[src/rtl/bit_counter_pkg.sv]
`default_nettype none
// ============================================================================
// Module      : bit_counter_pkg
// Description : Shared constants and helpers for the parametrised bit counter.
// Revision    : 1.0 - initial release
// ============================================================================
package bit_counter_pkg;

    localparam logic DIR_UP = 1'b1;
    localparam logic DIR_DN = 1'b0;

    // Bits needed to hold values 0..value-1 (returns 0 for value <= 1).
    function automatic int clog2(input int value);
        int r;
        int v;
        r = 0;
        v = value - 1;
        while (v > 0) begin
            r = r + 1;
            v = v >>> 1;
        end
        return r;
    endfunction

endpackage : bit_counter_pkg
`default_nettype wire

[src/rtl/tick_prescaler.sv]
`default_nettype none
// ============================================================================
// Module      : tick_prescaler
// Description : Emits one tick per DIV enabled cycles; restart re-phases it.
// Revision    : 1.0 - initial release
// ============================================================================
module tick_prescaler
    import bit_counter_pkg::*;
#(
    parameter int unsigned DIV = 1
)(
    input  logic clk,
    input  logic rst,
    input  logic en,
    input  logic restart,
    output logic tick
);

    if (DIV <= 1) begin : g_direct
        // No phase to track: every enabled cycle is a tick.
        logic w_unused;
        assign w_unused = &{1'b0, clk, rst, restart};
        assign tick     = en;
    end else begin : g_count
        localparam int c_pw = clog2(int'(DIV));
        localparam logic [c_pw-1:0] c_last = c_pw'(DIV - 1);

        logic [c_pw-1:0] r_phase;
        logic            w_tick;

        assign w_tick = en && (r_phase == c_last);
        assign tick   = w_tick;

        always_ff @(posedge clk or posedge rst) begin
            if (rst) begin
                r_phase <= '0;
            end else if (restart) begin
                r_phase <= '0;
            end else if (en) begin
                r_phase <= w_tick ? '0 : r_phase + 1'b1;
            end
        end
    end

endmodule : tick_prescaler
`default_nettype wire

[src/rtl/bit_counter_param.sv]
`default_nettype none
// ============================================================================
// Module      : bit_counter_param
// Description : Up/down counter over 0..MAX_VAL with wrap/saturate, clear,
//               clamped load, prescaled enable, terminal count and sticky ovf.
// Revision    : 1.0 - initial release
// ============================================================================
module bit_counter_param
    import bit_counter_pkg::*;
#(
    parameter int unsigned     WIDTH   = 4,
    parameter longint unsigned MAX_VAL = (64'd1 << WIDTH) - 64'd1,
    parameter bit              SAT     = 1'b0,
    parameter int unsigned     DIV     = 1
)(
    input  logic             clk,
    input  logic             rst,
    input  logic             en,
    input  logic             up_dn,
    input  logic             clr,
    input  logic             load,
    input  logic [WIDTH-1:0] load_val,
    output logic [WIDTH-1:0] count,
    output logic             tc,
    output logic             ovf
);

    localparam logic [WIDTH-1:0] c_max = MAX_VAL[WIDTH-1:0];

    logic [WIDTH-1:0] r_count;
    logic             r_ovf;
    logic [WIDTH-1:0] w_count_nxt;
    logic             w_ovf_nxt;
    logic             w_tick;
    logic             w_restart;

    assign w_restart = clr | load;

    tick_prescaler #(
        .DIV     (DIV)
    ) u_prescaler (
        .clk     (clk),
        .rst     (rst),
        .en      (en),
        .restart (w_restart),
        .tick    (w_tick)
    );

    // Priority: clear, then load, then a prescaled step, else hold.
    always_comb begin
        w_count_nxt = r_count;
        w_ovf_nxt   = r_ovf;
        if (clr) begin
            w_count_nxt = '0;
            w_ovf_nxt   = 1'b0;
        end else if (load) begin
            w_count_nxt = (load_val > c_max) ? c_max : load_val;
        end else if (w_tick) begin
            if (up_dn == DIR_UP) begin
                if (r_count == c_max) begin
                    w_ovf_nxt   = 1'b1;
                    w_count_nxt = SAT ? r_count : '0;
                end else begin
                    w_count_nxt = r_count + 1'b1;
                end
            end else begin
                if (r_count == '0) begin
                    w_ovf_nxt   = 1'b1;
                    w_count_nxt = SAT ? r_count : c_max;
                end else begin
                    w_count_nxt = r_count - 1'b1;
                end
            end
        end
    end

    always_ff @(posedge clk or posedge rst) begin
        if (rst) begin
            r_count <= '0;
            r_ovf   <= 1'b0;
        end else begin
            r_count <= w_count_nxt;
            r_ovf   <= w_ovf_nxt;
        end
    end

    assign count = r_count;
    assign ovf   = r_ovf;
    // Independent of en so a chain can feed tc into the next stage's en.
    assign tc    = (up_dn == DIR_UP) ? (r_count == c_max) : (r_count == '0);

endmodule : bit_counter_param
`default_nettype wire
[config.mk]
export PLATFORM = sky130hd
export DESIGN_NAME = bit_counter_param
export DESIGN_NICKNAME = d
export VERILOG_FILES = /design/src/rtl/bit_counter_pkg.sv /design/src/rtl/tick_prescaler.sv /design/src/rtl/bit_counter_param.sv
export SDC_FILE = /design/constraint.sdc
export NUM_CORES = 1
export LEC_CHECK = 0
export CAP_MARGIN = 20
export CORE_AREA = 8 8 45 47
export DETAILED_ROUTE_END_ITERATION = 7
export DIE_AREA = 0 0 53 55
export DONT_BUFFER_PORTS = 1
export PLACE_DENSITY = 0.52
export SLEW_MARGIN = 20
export SYNTH_ARGS = -nofsm -noshare
export SYNTH_HDL_FRONTEND = slang
export SYNTH_SLANG_ARGS = --single-unit
[constraint.sdc]
create_clock -name clk -period 3.75 [get_ports clk]
set_input_delay 0.5625 -clock clk [delete_from_list [all_inputs] [get_ports clk]]
set_output_delay 0.5625 -clock clk [all_outputs]
set_load 0.01 [all_outputs]
Word level (Yosys, flattened, before mapping)
Cells that the tools add are included.

Register bits: 5. Latch bits: 0. RAM bits: 0. Memory bits (read-only): 0. Memories kept: 0.

Add/subtract/negate cells: 2. Multiply operators: 0. Divide/modulo/power cells: 0. $lt $le $gt $ge: 1. Eq/ne operators: 3. Shift-type cells: 0. Mux-type cells: 14. Bitwise logic cells: 0. Reductions and logical operators: 5.

Operators with widths (count): 4-bit two-way mux (7); 1-bit two-way mux (7); 3-bit nonzero test (2); 4-bit by 1-bit adder with 4-bit output, second input constant (1); 4-bit == test, second input constant (1); 4-bit > comparator, second input constant (1); 4-bit logical NOT (1); 4-bit AND reduction (1); 4-bit by 1-bit subtractor with 4-bit output, second input constant (1); 3-bit by 1-bit != test with 1-bit output, second input constant (1); 2-bit != test, second input constant (1); 2-bit nonzero test (1).

Longest topological paths before layout
Gate-level depths: netlist of run 1.

Word-level depth: 6. Depth in mapped cells: 6. Depth with buffers taken out: 6.

Hierarchy
From an unflattened synthesis of run 1, not the netlist that was laid out.

Cell total of the unflattened synthesis: 48. Area, all modules: 386.6 µm².

Modules (own cells, without submodules): bit_counter_param (times used 1, cells each 47, area each 379.1 µm²); tick_prescaler (times used 1, cells each 1, area each 7.5 µm²).

Least setup slack after synthesis of run 1
Ideal clock, no wire load.

Kind: register -> output. From: register r_count[0], in the netlist count[0]. To: output port tc. Arrival time: 1350 ps. Required time: 3188 ps. Setup slack: 1837 ps. Stages on the path, launching flop included: 5. Path through: dfrtp_1 > inv_1 > ha_1 > inv_1 > o41ai_1.

Word-level cells in the longest chain between the ends: 2.

RTL lines: from (decl) (line bit_counter_param.sv:30) `logic [WIDTH-1:0] r_count;`; from (signal assigned) (line bit_counter_param.sv:82) `r_count <= w_count_nxt;`; 4-bit == test / 4-bit logical NOT (equally long branches) (line bit_counter_param.sv:90) `assign tc = (up_dn == DIR_UP) ? (r_count == c_max) : (r_count == '0);`; 1-bit two-way mux * (line bit_counter_param.sv:90); to (decl) (line bit_counter_param.sv:24) `output logic tc,`.

Mark *: on every way between the ends. The rest lies on a longest branch, timed or not.

Final worst setup path of run 1
Ends and elaborated chain as after synthesis.

==> impl_metrics.ini, run 1 <==
[sta]
fin_skew_ns = 0.00652
rsz0062_at_grt = false
finalHoldViolCount = 0
fin_setup_tns_ns = 0
slew_viol_final = 0
hold_slack_ns = 0.104
worst_pin_slew_ns = 0.849
finalCritPeriodShare = 0.644
period_minus_slack_ns = 2.41
slew_headroom = 0.427
setup-violations-final = 0
max_freq_ghz = 0.414

[logic_synthesis]
yosys.area.top_type_share = 0.311
synth_edf_count = 0
synth_ff_type = dfrtp_1
synth-seq-cells = 5
ys_seq_area_frac = 0.311
async_flop_share = 1.00
yosysMostFrequentCell = inv_1
yosys-top-cells-area = dfrtp_1, ha_1, inv_1
synth_area_leader_cell = dfrtp_1
yosys_warnings = 0
netlist_instances = 48
yosys-top-cells-count = inv_1, dfrtp_1, a21oi_1, a31oi_1, nand2_1
synth_area_per_cell_sq_um = 8.39
syn-cell-area_sq_um = 403
synth_nets = 60
yosysUniqueCellTypes = 29

[clock_tree]
clkTransAtPathRegs_ns = 0.05
cts-root-buf = clkbuf_4
ctsHoldBuffers = 0
cts_tree = yes
cts_resized = 0
post-cts-setup-buffer-count = 0
cts_made_buffers = 3
cts_buffer_depth = 2
clock-sinks = 5
cts_htree_levels = 1
clk_latency_ns = 0.24

[critical_path]
cp-start-kind = register
crit_required_ns = 3.19
ff2ff_path_depth = 6
r2r_slack_ns = 1.76
r2r-start = count[0]
r2r_end = ovf
cp.arrival_ns = 1.85
critPathMaxFanout = 7
cp-end-kind = output pin
crit_type = reg2out

[outcome]
status = finished clean

[floorplan]
core-area_sq_mm = 0.00138
num_rows = 14
fp.dieW_um = 53
die_h_um = 55
initial_utilization = 0.291
ioPinCount = 16
die_area_sq_mm = 0.00292

[cells_and_area]
n_antenna_cell = 0
drive_gt1_frac = 0.102
fillers = 151
layout-area-overhead-vs-synth_pct = 5.90
fin_cells = 65
nets = 62

[power]
p_comb_frac = 0.188
internal-power_mw = 0.112
vdd_drop_max_v = 0.000197
power_per_cell_area_mw_per_mm2 = 373
p_clk_frac = 0.389
seqPwrFrac = 0.423
swShare = 0.298
power_switching_mw = 0.0475
power_mw = 0.159
power_leakage_nw = 0.193

[drt]
routed_wl_mm = 1.01
viasPerCell = 5.80
drt_first_pass_iters = 4
drt_iter0_drc = 23
vias = 377
ant_nets = 0
post_drt_wl_per_cell_um = 15.6
remaining_drc_errors = 0

[global_routing]
grt_pass1_wl_mm = 1.55
grt_use_total = 0.0723
grt_overflow = 0
antenna_found_initial = 0
grt_pass1_vias = 363
grt_max_degree = 10

[flow_run]
maxCapViolCount = 0

[place]
io_buffer_count = 0
routabilityCongestion = 0.758
dp.cells = 61
hpwl_um = 790

[min_path]
hold_path.class = in2async
==> metrics by stage <==
stage                      util  area, sq um  worst slack (ns)
final                     0.308          427              1.34
after global routing      0.308          427              1.19
after CTS                 0.308          427              1.32
after detailed placement  0.289          400              1.60
after global placement    0.289          400              1.67
after floorplan               -          403              1.84
==> worst max-delay path: stages (launching register included) <==
cell and delay [ns]:
dfrtp_1 0.46, inv_1 0.15, ha_1 0.17, inv_1 0.06
o41ai_1 0.75
==> state kept, by name (all words and copies together) (netlist names) <==
name / flops
ovf: 1
count: 4
==> cells in the final DEF (no fill, tap or decap), types with 2 or more instances in the layout <==
cell type | synthesis | final
a21oi_1 | 3 | 3
inv_1 | 6 | 6
dfrtp_1 | 5 | 5
xor2_1 | 2 | 2
nor3_1 | 2 | 2
nand2_1 | 3 | 3
clkbuf_4 | 0 | 3
nor2_1 | 2 | 2
ha_1 | 2 | 2
a31oi_1 | 3 | 3
==> layout make-up <==
cell class,count,area (sq um),share of cell area
Tap cell,16,20.0,0.0469
Multi-Input combinational cell,33,229,0.537
Inverter,7,26.3,0.0616
Clock buffer,4,26.3,0.0616
Sequential cell,5,125,0.293
==> worst max path at each step <==
stage                         from  endpoint  slack (ns)  cells past startpoint
after global routing      count[0]        tc        1.19                      4
after CTS                 count[0]        tc        1.32                      4
final                     count[0]        tc        1.34                      4
after floorplan           count[0]        tc        1.84                      4
after global placement    count[0]        tc        1.67                      4
after detailed placement  count[0]        tc        1.60                      4
==> layer usage <==
metal	vias up	share of wire	global-route usage
li1	178	-	-
met1	177	0.46	0.0934
met2	22	0.39	0.0898
met3	0	0.15	0.0588
met4	0	0	0.0129
met5	-	0	0
==> power groups by stage <==
stage	clock [mW]	sequential, mW	combinational, mW
floorplan	0	0.0647	0.0307
detailed placement	0	0.0682	0.0297
global placement	0	0.0684	0.0304
CTS	0.0661	0.0674	0.0300
finish	0.0619	0.0672	0.0300
global route	0.0691	0.0680	0.0341
==> logic make-up (layout without fill, tap and decap cells) <==
logic type	Yosys count	in the layout	share of synthesized area
DFF	5	5	0.311
xor gates and xnor gates	2	2	0.0435
AOI/OAI and AO/OA	16	16	0.270
adders and majority gates	2	2	0.0621
muxes	2	2	0.0528
buffers and inverters	10	11	0.121
and+or+nand+nor	11	11	0.140
(Power assumes the default switching activity.)
==> run 2: changes to the inputs <==
- clock period: 3.75 -> 2.5 ns (I/O delays scaled with it)
==> impl_metrics.ini, run 2 (same netlist as run 1, synthesis figures left out) <==
[drt]
ant_nets = 0
viasPerCell = 5.49
routed_wl_mm = 1.02
vias = 368
post_drt_wl_per_cell_um = 15.2
drt_iter0_drc = 12
drt_first_pass_iters = 4
remaining_drc_errors = 0

[critical_path]
cp-start-kind = register
startpoint = count[0]
r2r_end = ovf
crit_top_cell = inv_1
worstPathCellList = inv_1 -> ha_1 -> inv_1 -> o41ai_1 -> buf_4
cp-end-kind = output pin
crit_type = reg2out
critPathMaxFanout = 7
r2r_slack_ns = 0.81
cp_slowest_cell = o41ai_1
ff2ff_path_depth = 6
cp-endpoint = tc
cp.arrival_ns = 1.81
crit_required_ns = 2.12
r2r-start = count[0]
max_stage_delay_ns = 0.48

[cells_and_area]
final_cell_mix = inv_1, dfrtp_1
largest_register_ffs = 4
final_common_cell = inv_1
n_antenna_cell = 0
drive_gt1_frac = 0.118
layout-area-overhead-vs-synth_pct = 10.2
nets = 64

[floorplan]
ioPinCount = 16
core-area_sq_mm = 0.00138
die_h_um = 55
initial_utilization = 0.291
fp.dieW_um = 53
die_area_sq_mm = 0.00292
num_rows = 14

[place]
io_buffer_count = 0
hpwl_um = 779
routabilityCongestion = 0.814

[global_routing]
grt_max_degree = 10
grt_use_total = 0.0707
grt_overflow = 0
grt_pass1_vias = 326
antenna_found_initial = 0
grt_pass1_wl_mm = 1.51

[clock_tree]
cts_tree = yes
clkTransAtPathRegs_ns = 0.05
cts_made_buffers = 3
cts-root-buf = clkbuf_4
clock-sinks = 5
clk_latency_ns = 0.24
cts_buffer_depth = 2
cts_htree_levels = 1

[power]
swShare = 0.296
internal-power_mw = 0.170
p_clk_frac = 0.384
power_switching_mw = 0.0714
p_comb_frac = 0.199
vdd_drop_max_v = 0.000394
power_leakage_nw = 0.202
seqPwrFrac = 0.417
power_per_cell_area_mw_per_mm2 = 544
power_mw = 0.242

[sta]
hold_slack_ns = 0.199
fin_skew_ns = 0.00995
slew_headroom = 0.668
slew_viol_final = 0
finalHoldViolCount = 0
fin_setup_tns_ns = 0
rsz0062_at_grt = false
max_freq_ghz = 0.459
setup-violations-final = 0
worst_pin_slew_ns = 0.492
finalCritPeriodShare = 0.872
period_minus_slack_ns = 2.18

[flow_run]
maxCapViolCount = 0

[outcome]
status = finished clean

[min_path]
hold_path.class = in2reg
## run 2: per-layer routing
layer	part of all wire	wire length, um	track usage
met1	0.44	453	0.0904
met2	0.41	421	0.0859
met3	0.14	144	0.0615
met4	0	0	0.0129
met5	0	0	0
## run 2: worst max-delay path: cells and delay by family, from the launching register on
| kind | cells | cell delay [ns] |
|---|---|---|
| adder cells (fa/ha/maj) | 1 | 0.18 |
| AO/OA/AOI/OAI | 1 | 0.48 |
| flip-flops | 1 | 0.47 |
| buffers and inverters | 3 | 0.44 |
## run 2: through the flow
step / cells / cell area [sq um] / util / worst slack, ns
3_3_place_gp: 62 / 408 / 0.295 / 0.702
4_1_cts: 67 / 444 / 0.321 / 0.342
5_1_grt: 67 / 444 / 0.321 / 0.226
3_5_place_dp: 62 / 408 / 0.295 / 0.618
2_1_floorplan: 48 / 403 / - / 0.775
6_report: 67 / 444 / 0.321 / 0.320
## run 2: layout make-up
cell class / count / area, sq um
Timing Repair Buffer: 2 / 17.5
Tap cell: 16 / 20.0
Clock buffer: 4 / 26.3
Multi-Input combinational cell: 33 / 229
Fill cell: 148 / 940
Inverter: 7 / 26.3
Sequential cell: 5 / 125
## run 2: power by group through the flow
| stage | logic (mW) | registers (mW) | clock network [mW] |
|---|---|---|---|
| floorplan | 0.0460 | 0.0970 | 0 |
| global route | 0.0543 | 0.102 | 0.104 |
| CTS | 0.0479 | 0.101 | 0.0958 |
| finish | 0.0481 | 0.101 | 0.0929 |
| detailed placement | 0.0458 | 0.102 | 0 |
| global placement | 0.0475 | 0.103 | 0 |
## run 2: repair_timing
item / 4_1_cts / 5_1_grt
hold buffers: 1 / 0
hold endpoints to repair: 5 / 0
gates resized for setup: 0 / 0
endpoints found under the setup margin: 0 / 0
buffers inserted: 0 / 0
## run 2: worst min-delay path by stage
| stage | from | end | slack, ns | cells past startpoint |
|---|---|---|---|---|
| 5_1_grt | clr | ovf | 0.18 | 1 |
| 6_report | clr | ovf | 0.20 | 1 |
| 2_1_floorplan | rst | count[0] | 0.15 | 1 |
| 4_1_cts | clr | ovf | 0.19 | 1 |
| 3_3_place_gp | rst | count[2] | 0.17 | 1 |
| 3_5_place_dp | rst | ovf | 0.17 | 1 |
==> run 3: changes to the inputs <==
- REMOVE_ABC_BUFFERS: unset -> 1
==> impl_metrics.ini, run 3 (same netlist as run 1, synthesis figures left out) <==
[global_routing]
grt_overflow = 0
antenna_found_initial = 0
grt_pass1_vias = 365
grt_pass1_wl_mm = 1.59
grt_use_total = 0.0734
grt_max_degree = 10

[power]
power_leakage_nw = 0.202
power_switching_mw = 0.0678
internal-power_mw = 0.170
power_per_cell_area_mw_per_mm2 = 536
vdd_drop_max_v = 0.000255
p_clk_frac = 0.376
seqPwrFrac = 0.424
power_mw = 0.238
p_comb_frac = 0.200
swShare = 0.285

[critical_path]
crit_type = reg2out
cp.depth = 5
cp-start-kind = register
r2r_end = ovf
ff2ff_path_depth = 7
cp.arrival_ns = 1.67
r2r_slack_ns = 0.83
cp-endpoint = tc
worstPathCellList = inv_1 -> ha_1 -> inv_1 -> o41ai_1 -> buf_4
crit_top_cell = inv_1
cp_slowest_cell = dfrtp_1
cpLargestDelayFamily = flip-flops
cp-end-kind = output pin
startpoint = count[0]
max_stage_delay_ns = 0.47
crit_required_ns = 2.12
path_buf_inv = 3
critPathMaxFanout = 7
r2r-start = count[0]

[sta]
worst_slack_ns = 0.459
fin_setup_tns_ns = 0
slew_viol_final = 0
period_minus_slack_ns = 2.04
finalCritPeriodShare = 0.816
rsz0062_at_grt = false
setup-violations-final = 0
max_freq_ghz = 0.490
fin_skew_ns = 0.000875
finalHoldViolCount = 0
worst_pin_slew_ns = 0.367
slew_headroom = 0.756

[drt]
drt_iter0_drc = 7
viasPerCell = 5.64
vias = 378
post_drt_wl_per_cell_um = 15.3
drt_first_pass_iters = 4
ant_nets = 0
routed_wl_mm = 1.03
remaining_drc_errors = 0

[clock_tree]
clk_latency_ns = 0.24
cts_htree_levels = 1
clkTransAtPathRegs_ns = 0.04
post-cts-setup-buffer-count = 0
cts_tree = yes
clock-sinks = 5
cts_buffer_depth = 2
cts_made_buffers = 3
cts-root-buf = clkbuf_4

[cells_and_area]
ff_latch_area_sq_um = 125
largest_register_ffs = 4
layout-area-overhead-vs-synth_pct = 10.2
final_common_cell = inv_1
multi_input_area_sq_um = 229
n_antenna_cell = 0
drive_gt1_frac = 0.118
fillers = 141
final_cell_mix = inv_1, dfrtp_1
nets = 64
design_area_sq_um = 444
fin_cells = 67

[floorplan]
ioPinCount = 16
die_h_um = 55
die_area_sq_mm = 0.00292
core-area_sq_mm = 0.00138
num_rows = 14
fp.dieW_um = 53
initial_utilization = 0.291

[place]
dp.cells = 62
routabilityCongestion = 0.809
hpwl_um = 831
dpl_cell_area_sq_um = 408
detailedPlace.worstSlack_ns = 0.727
io_buffer_count = 0

[min_path]
hold_path.class = in2reg

[flow_run]
maxCapViolCount = 0

[outcome]
status = finished clean
-- run 3: layer usage --
layer,up-vias,wire (um),global-route usage
met1,175,433,0.0812
met5,-,0,0
li1,180,-,-
met3,0,138,0.0508
met4,0,0,0.0259
met2,23,455,0.109
-- run 3: timing repair --
| action | CTS | global route |
|---|---|---|
| resized for setup | 0 | 0 |
| endpoints found under the hold margin | 5 | 0 |
| hold buffers | 1 | 0 |
-- run 3: worst min path at each step --
| stage | start | end | slack [ns] | depth (start not counted) |
|---|---|---|---|---|
| 2_1_floorplan | rst | count[0] | 0.15 | 1 |
| 5_1_grt | clr | count[1] | 0.18 | 1 |
| 4_1_cts | clr | count[1] | 0.19 | 1 |
| 3_3_place_gp | rst | ovf | 0.18 | 1 |
| 6_report | clr | count[1] | 0.20 | 1 |
| 3_5_place_dp | rst | count[0] | 0.18 | 1 |
-- run 3: through the flow --
stage	hold WS, ns	utilization
after global routing	0.177	0.321
after global placement	0.175	0.295
final	0.198	0.321
after floorplan	0.154	-
after CTS	0.191	0.321
after detailed placement	0.176	0.295
-- run 3: layout make-up --
class                   instances  area share
flip-flops and latches          5       0.282
repair buffers                  2      0.0394
well taps                      16      0.0451
inverters                       7      0.0592
multi-input cells              33       0.515
clock buffers                   4      0.0592
-- run 3: power groups by stage --
stage / registers (mW) / clock network (mW) / logic, mW
after floorplan: 0.0987 / 0 / 0.0374
after global placement: 0.102 / 0 / 0.0472
after detailed placement: 0.102 / 0 / 0.0465
after CTS: 0.101 / 0.0924 / 0.0483
after global routing: 0.102 / 0.105 / 0.0533
final: 0.101 / 0.0894 / 0.0477
